## config.mk

```make
export PLATFORM = sky130hd
export DESIGN_NAME = redgate_pipe
export DESIGN_NICKNAME = d
export VERILOG_FILES = /design/src/rtl/redgate_pipe.sv
export SDC_FILE = /design/constraint.sdc
export NUM_CORES = 1
export LEC_CHECK = 0
export BUFFER_PORTS_ARGS = -buffer_cell sky130_fd_sc_hd__buf_4
export CAP_MARGIN = 0
export CORE_MARGIN = 4
export CORE_UTILIZATION = 48
export CTS_CLUSTER_DIAMETER = 150
export DETAILED_ROUTE_END_ITERATION = 12
export GPL_ROUTABILITY_DRIVEN = 0
export GPL_TIMING_DRIVEN = 0
export PLACE_DENSITY = 0.75
export RECOVER_POWER = 25
export SKIP_CTS_REPAIR_TIMING = 1
export SLEW_MARGIN = 20
export SYNTH_ARGS = -nofsm -noshare
export SYNTH_HDL_FRONTEND = slang
export SYNTH_SLANG_ARGS = --single-unit
```

## constraint.sdc

```tcl
create_clock -name i_clk -period 2 [get_ports i_clk]
set_clock_uncertainty 0.15 [all_clocks]
set_input_delay 0.2 -clock i_clk [delete_from_list [all_inputs] [get_ports i_clk]]
set_output_delay 0.2 -clock i_clk [all_outputs]
set_load 0.1 [all_outputs]
```

## src/rtl/redgate_pipe.sv

```systemverilog
// Pipelined 4-ary reduction tree (AND/OR/NAND/NOR/XOR/XNOR/buffer) with
// valid/ready flow control and a saturating count of delivered ones.
module redgate_pipe #(
  parameter int WIDTH = 9,
  parameter int CNT_W = 16
) (
  input  logic             i_clk,
  input  logic             i_rstn,
  input  logic [WIDTH-1:0] i_din,
  input  logic [2:0]       i_op,
  input  logic             i_in_valid,
  output logic             o_in_ready,
  output logic             o_q,
  output logic             o_out_valid,
  input  logic             i_out_ready,
  input  logic             i_cnt_clr,
  output logic [CNT_W-1:0] o_ones_cnt
);

  typedef enum logic [1:0] {CLS_AND, CLS_OR, CLS_XOR} cls_e;

  // Number of partials left after k levels of 4:1 reduction.
  function automatic int lvl_n(input int k);
    int n;
    n = WIDTH;
    for (int i = 0; i < k; i++) n = (n + 3) / 4;
    return n;
  endfunction

  function automatic int calc_lat();
    int n;
    int l;
    n = WIDTH;
    l = 0;
    while (n > 1) begin
      n = (n + 3) / 4;
      l++;
    end
    return (l < 1) ? 1 : l;
  endfunction

  localparam int LAT = calc_lat();

  function automatic cls_e op_cls(input logic [2:0] op);
    case (op)
      3'd0, 3'd2: return CLS_AND;
      3'd4, 3'd5: return CLS_XOR;
      default:    return CLS_OR;
    endcase
  endfunction

  function automatic logic op_inv(input logic [2:0] op);
    return (op == 3'd2) || (op == 3'd3) || (op == 3'd5);
  endfunction

  function automatic logic red4(input logic [3:0] g, input cls_e c);
    case (c)
      CLS_AND: return &g;
      CLS_OR:  return |g;
      default: return ^g;
    endcase
  endfunction

  logic             w_adv;
  logic [LAT-1:0]   r_vld;
  logic [LAT-1:0]   w_vld;
  logic [2:0]       r_op   [LAT];
  logic [2:0]       w_op   [LAT];
  logic [WIDTH-1:0] r_part [LAT];
  logic [WIDTH-1:0] w_part [LAT];
  logic [CNT_W-1:0] r_cnt;

  assign w_adv       = !o_out_valid || i_out_ready;
  assign o_in_ready  = w_adv;
  assign o_out_valid = r_vld[LAT-1];
  assign o_q         = r_part[LAT-1][0];
  assign o_ones_cnt  = r_cnt;

  for (genvar k = 0; k < LAT; k++) begin : g_lvl
    localparam int N_IN  = lvl_n(k);
    localparam int N_OUT = lvl_n(k + 1);
    logic [N_IN-1:0]  w_src;
    logic [WIDTH-1:0] w_out;
    cls_e             w_cls;
    logic             w_inv;

    if (k == 0) begin : g_first
      assign w_op[k]  = i_op;
      assign w_vld[k] = i_in_valid;
      // Buffer ops keep only DIN[0] and OR-reduce, so later levels need no special case.
      assign w_src = (i_op[2:1] == 2'b11) ? {{(N_IN-1){1'b0}}, i_din[0]} : i_din;
    end else begin : g_next
      assign w_op[k]  = r_op[k-1];
      assign w_vld[k] = r_vld[k-1];
      assign w_src    = r_part[k-1][N_IN-1:0];
    end

    assign w_cls = op_cls(w_op[k]);

    if (k == LAT - 1) begin : g_last
      assign w_inv = op_inv(w_op[k]);
    end else begin : g_mid
      assign w_inv = 1'b0;
    end

    for (genvar g = 0; g < N_OUT; g++) begin : g_grp
      logic [3:0] w_grp;
      for (genvar j = 0; j < 4; j++) begin : g_bit
        if (4 * g + j < N_IN) begin : g_data
          assign w_grp[j] = w_src[4*g+j];
        end else begin : g_pad
          assign w_grp[j] = (w_cls == CLS_AND);
        end
      end
      assign w_out[g] = red4(w_grp, w_cls) ^ w_inv;
    end

    if (N_OUT < WIDTH) begin : g_zero
      assign w_out[WIDTH-1:N_OUT] = '0;
    end

    assign w_part[k] = w_out;
  end

  // NOTE: sequential state uses non-blocking assignments so every level samples
  // the previous level's pre-edge value; blocking here would collapse the pipe.
  always_ff @(posedge i_clk) begin
    if (!i_rstn) begin
      r_vld <= '0;
      // NOTE: clearing the datapath too keeps Q at 0 out of reset; it is
      // only a few flops, unlike a RAM which should never be reset.
      for (int k = 0; k < LAT; k++) begin
        r_op[k]   <= '0;
        r_part[k] <= '0;
      end
    end else if (w_adv) begin
      r_vld <= w_vld;
      for (int k = 0; k < LAT; k++) begin
        r_op[k]   <= w_op[k];
        r_part[k] <= w_part[k];
      end
    end
  end

  always_ff @(posedge i_clk) begin
    if (!i_rstn || i_cnt_clr) begin
      r_cnt <= '0;
    end else if (o_out_valid && i_out_ready && o_q && !(&r_cnt)) begin
      r_cnt <= r_cnt + CNT_W'(1);
    end
  end

endmodule

```

[Word-level counts from Yosys, hierarchy flattened]
Memories as Yosys holds them, arrays and structs flattened.
Cells that the tools add are included.
Word-level totals
  input port bits: 17
  output and inout port bits: 19
  memory bits (read-only): 0
  logic and storage cells: 66
  latch bits: 0
  memories: 2
  register bits after elaboration: 18
  bits in writable memories: 12
Operators by class
  order comparisons: 0
  shifts and indexed selects: 0
  reduce and logical (&&, ||, !) cells: 31
  add/sub/neg operators: 1
  multiply operators: 0
  multiplexer cells: 15
  equality and inequality tests: 10
  bitwise gates (word level): 5
  div/mod/pow operators: 0
Memory list
  r_op: words 2, bits a word 3, read ports 1, clocked after Yosys merged registers in 0, wr ports 2, line 67  | logic [2:0] r_op [LAT];
  r_part: words 2, bits a word 3, read ports 2, clocked after Yosys merged registers in 0, wr ports 2, line 69  | logic [WIDTH-1:0] r_part [LAT];
Operator list (number)
  16-bit by 1-bit adder with 16-bit output (second input constant): 1
  16-bit AND reduction: 1
  4-bit XOR reduction: 4
  3-bit equality test (second input constant): 4
  3-bit 2-to-1 mux: 4
  4-bit AND reduction: 3
  4-bit OR reduction: 3
  2-bit OR reduction: 5
  3-bit by 2-bit equality test with 1-bit output (second input constant): 3
  9-bit 2-to-1 mux: 1
  1-bit one-hot mux with 2 select lines: 4
  2-bit one-hot mux with 2 select lines: 2
  3-bit zero test: 2
  2-bit by 1-bit equality test with 1-bit output (second input constant): 2
  2-bit zero test: 2
  1-bit logical OR: 4
  1-bit 2-to-1 mux: 4
  1-bit bitwise OR: 4
  1-bit logical AND: 3
  1-bit zero test: 3
  2-bit equality test (second input constant): 1
  2-bit AND reduction: 1
  1-bit XOR: 1

[Logic depth before layout (Yosys ltp)]
An unclocked memory read counts as a cell.
  depth in word-level cells: 9
  gate-level depth with buffers: 7
  depth with buffers taken out: 7

[Least setup slack after synthesis]
OpenSTA, ideal clock, no wires.
  path kind: register to register
  start point: register r_cnt[1] (netlist: o_ones_cnt[1])
  end point: register r_cnt[10] (netlist: o_ones_cnt[10])
  path slack: -685 ps
  period minus slack after synthesis: 2685 ps
  data arrival time: 2465 ps
  library setup time: 70 ps
  stages on the path, launching flop included: 6
  required time: 1780 ps
  path buffers: 0
  path through: dfxtp_1 -> ha_1 -> nand4_2 -> or2_4 -> or4_1 -> a21oi_1
Between the ends
  cells in the longest elaborated chain, start to end: 3
  elaborated cells on any way between the ends: 4
  those cells by class: add/sub (1); reduce/logical (3)
RTL lines
  from (decl): line 71  | logic [CNT_W-1:0] r_cnt;
  from (signal assigned): line 149  | r_cnt <= r_cnt + CNT_W'(1);
  branches (longest 3 deep; another with 16-bit by 1-bit adder with 16-bit output)
Several ways; the timed one is not identified.
A chain may end at the register's enable or synchronous reset.

[Worst setup path after layout]
  start point: register r_cnt[0] (netlist: o_ones_cnt[0])
  end point: register r_cnt[10] (netlist: o_ones_cnt[10])
Same word-level chain as after synthesis.

==> run summary <==
The synthesized design contains 7 enable-type register cells. The transition time at the pin with the least slew margin came out at 0.482 ns. The total leakage power came out at 0.837 nW. The number of global-route vias before repair is 1,358.

The die covers 4260 µm². The number of slew-limit violations in the final report is 0. The most critical setup path has its startpoint at o_ones_cnt[0].

The number of buffers between clock root and the deepest sink came out at 2. The run finished with clean final reports. The critical path data arrival time is 1.98 ns. The power density over the cells came out at 468 nW/µm².

Traced cell by cell, the critical path runs through ha_4 > nand4_4 > or2_4 > or4_1 > a21oi_1. The largest stage delay on the critical path is 0.49 ns. TritonCTS built the clock tree.

The CTS clock-pin slew for the worst setup and hold paths is 0.13 ns. Fill cells in the final layout number 282. Entering global routing, the biggest net connects 15 pins. The clock share of power came out at 22.7%. The buffers plus inverters on the worst setup path came out at 0.

The area of the core region came out at 3100 µm². The fraction of power spent switching nets is 27.6%. For this run, the total global-route usage over all layers was measured as 17.4%. The tool flagged a number of max-cap violations equal to 0.

For this run, the post-layout net count is 254. The slowest stage of the critical path belongs to the cell sky130_fd_sc_hd__or4_1. OpenSTA, run right after detailed placement, puts the worst setup slack at -0.0383 ns.

The layout overhead on the synthesized area is 28.5%. The share of power burned in registers is 58.5%. The number of remaining DRC errors is 0.

Measured against its own limit, the worst slew margin works out to 67.9%. The count of boundary I/O pins is 36. The analysis attributes to net switching a power of 262 µW. The average size of a mapped cell came out at 8.47 µm². The number of synthesized register bits came out at 25. Before antenna repair, the detailed router went through 4 iterations. The cell class contributing the biggest share of worst-path delay is simple AND/OR/NAND/NOR gates. The antenna diode count came out at 0. The critical path in this run is classified as register to register. The final cycle utilization of the critical path is 93.9%. In this run the cell area of the synthesized design comes to 1580 µm². The worst register-to-register path begins at o_ones_cnt[0].

The HPWL after detailed placement is 2.78 mm. Once routing completed, OpenROAD measured the worst setup slack at 0.123 ns. The final global-route overflow total is 0. The utilization after layout came out at 65.2%. For this run, the leading register cell type out of synthesis is sky130_fd_sc_hd__dfxtp_1. Of the synthesized area, sequential elements account for 36.2%. The row count is 20. The setup-violating endpoint count in the final report came out at 0. The detail-routed net length per standard cell came out at 13.5 µm.

During synthesis, Yosys emitted a total of 0 warnings. The final design instance area without fill is 2020 µm². The count of unique library cells instantiated by Yosys is 44.

In this run, the number of DRC markers left after iteration 0 of detailed routing was 130. The number of cells in the finished layout apart from fillers came out at 271. The type of destination of the critical path is a register. The effective utilization at floorplan is 50.8%. In this run the worst setup path terminates at o_ones_cnt[10]. Clock tree synthesis inserted a total of 3 buffers. The path category of the worst min-delay check is primary input to register. The part of the total power dissipated in combinational logic came out at 18.8%.

The final hold violation count came out at 0. The setup check on the worst reg-to-reg path leaves a slack of 0.12 ns. The share of synthesized registers carrying an async set or reset came out at 0%.

The number of instances in the placed design came out at 265. The share of post-route cells with drive strength above 1 came out at 30.4%. For this design, the sink count on the clock tree is 25.

The required time at the worst-slack endpoint came out at 2.10 ns. Using the TritonRoute via totals, the vias-per-cell ratio works out to 5.73. The die is 65.3 µm wide. The number of H-tree levels is 1.

The number of instances in the synthesized netlist came out at 186. The final period demand of the worst path is 1.88 ns. Once placement finished, the instance area stood at 1950 µm². The critical path crosses 5 cells after its start point. Setup repair after global routing left no endpoint under its margin. The die is 65.3 µm tall. The internal portion of total power came out at 686 µW. The total of buffers placed on input and output ports is 35. The type of origin of the critical path is a register.

The total routed wirelength is 3.67 mm. The final antenna-violating net count came out at 0. The worst reg-to-reg path cell count came out at 5. The number of vias after detailed routing is 1,553. The endpoint identified for the worst register-to-register timing path is o_ones_cnt[10]. The cell chosen for the clock root is sky130_fd_sc_hd__clkbuf_4. The largest fanout on the critical path is 7.

The post-synthesis net count came out at 212. IR analysis of the VDD net gives a maximum drop of 235 µV. The overall power after layout is 948 µW. The maximum clock rate came out at 0.533 GHz.

The wire length of the first global-routing pass came out at 6.03 mm. The clock latency on the worst-skew pair is 0.31 ns. The number of antenna violations at the first check in global routing came out at 0.
## metrics by stage
step / TNS, ns / hold WS (ns)
floorplan: -2.69 / 0.167
global placement: 0 / 0.303
detailed placement: -0.0753 / 0.306
CTS: -0.392 / -0.0112
global route: 0 / 0.0454
finish: 0 / 0.0480
## cell usage after synthesis (4+ instances only)
library cell / count / area (µm²)
sky130_fd_sc_hd__nand2_1: 20 / 75.1
sky130_fd_sc_hd__or3_1: 6 / 37.5
sky130_fd_sc_hd__ha_1: 9 / 113
sky130_fd_sc_hd__and3_1: 5 / 31.3
sky130_fd_sc_hd__o21ai_0: 9 / 45.0
sky130_fd_sc_hd__o21ai_1: 4 / 20.0
sky130_fd_sc_hd__or4_1: 7 / 52.6
sky130_fd_sc_hd__inv_1: 12 / 45.0
sky130_fd_sc_hd__a21oi_1: 11 / 55.1
sky130_fd_sc_hd__and2_1: 6 / 37.5
sky130_fd_sc_hd__nand4_1: 6 / 37.5
sky130_fd_sc_hd__edfxtp_1: 7 / 210
sky130_fd_sc_hd__nand3_1: 9 / 45.0
sky130_fd_sc_hd__nor2_1: 10 / 37.5
sky130_fd_sc_hd__nor2b_1: 4 / 25.0
sky130_fd_sc_hd__dfxtp_1: 18 / 360
## routing by layer
layer / GRT usage (%) / wire length, µm / vias up
li1: - / - / 769
met1: 24.8 / 1630 / 728
met2: 27.6 / 1770 / 54
met3: 2.91 / 261 / 2
met4: 3.89 / 13 / 0
met5: 0 / 0 / -
## flip-flops by register name, indices dropped and copies added, names as in the netlist
| name | cells |
|---|---|
| r_op | 3 |
| o_ones_cnt | 16 |
| r_vld | 2 |
| r_part | 4 |
## kinds of logic after synthesis
kind of cell,synth area share [%]
adders and majority gates,7.15
muxes,1.27
buffers and inverters,4.84
and+or+nand+nor,32.9
DFF,36.2
AOI/OAI and AO/OA,15.4
xor gates and xnor gates,2.22
## power by group through the flow
stage,Sequential [mW],Clock [mW],Combinational [mW]
2_1_floorplan,0.590,0,0.0909
3_3_place_gp,0.563,0,0.168
3_5_place_dp,0.565,0,0.176
4_1_cts,0.554,0.231,0.177
5_1_grt,0.558,0.252,0.196
6_report,0.554,0.216,0.178
## worst min-delay path, delay by kind of cell
kind          cells  cell delay (ns)
buf+inv           1             0.08
simple gates      2             0.11
## cell type report
type	count	area (µm²)	share of cell area (%)
buffer	5	41.3	2.04
clock buffer	3	22.5	1.11
clock inverter	1	5.00	0.247
inverter	12	46.3	2.29
multi-input combinational	144	977	48.3
sequential	25	594	29.4
tap	44	55.1	2.72
timing repair buffer	37	283	14.0
## how the worst min path moves through the flow
stage	startpoint	end	slack, ns	depth (start not counted)
finish	i_din[8]	r_part[0][2]	0.05	3
global route	i_din[8]	r_part[0][2]	0.05	3
CTS	i_rstn	r_vld[1]	-0.01	2
detailed placement	r_vld[0]	r_vld[1]	0.31	1
global placement	r_vld[0]	r_vld[0]	0.30	2
floorplan	i_rstn	r_vld[1]	0.17	1
## cell usage in the layout, fill, tap and decap left out, drive strengths merged, types with 3 or more instances in the layout
master   n
nand4    7
and3     5
nand2   20
inv     11
o21ai   13
clkbuf   5
a31oi    3
nor2    10
dfxtp   18
nor2b    4
a21oi   11
edfxtp   7
or4      8
and4     5
buf     38
o211ai   3
nand3    9
and2     6
ha       9
or3      6
nand2b   3
xnor2    3
Power figures use the tool's default switching activity.
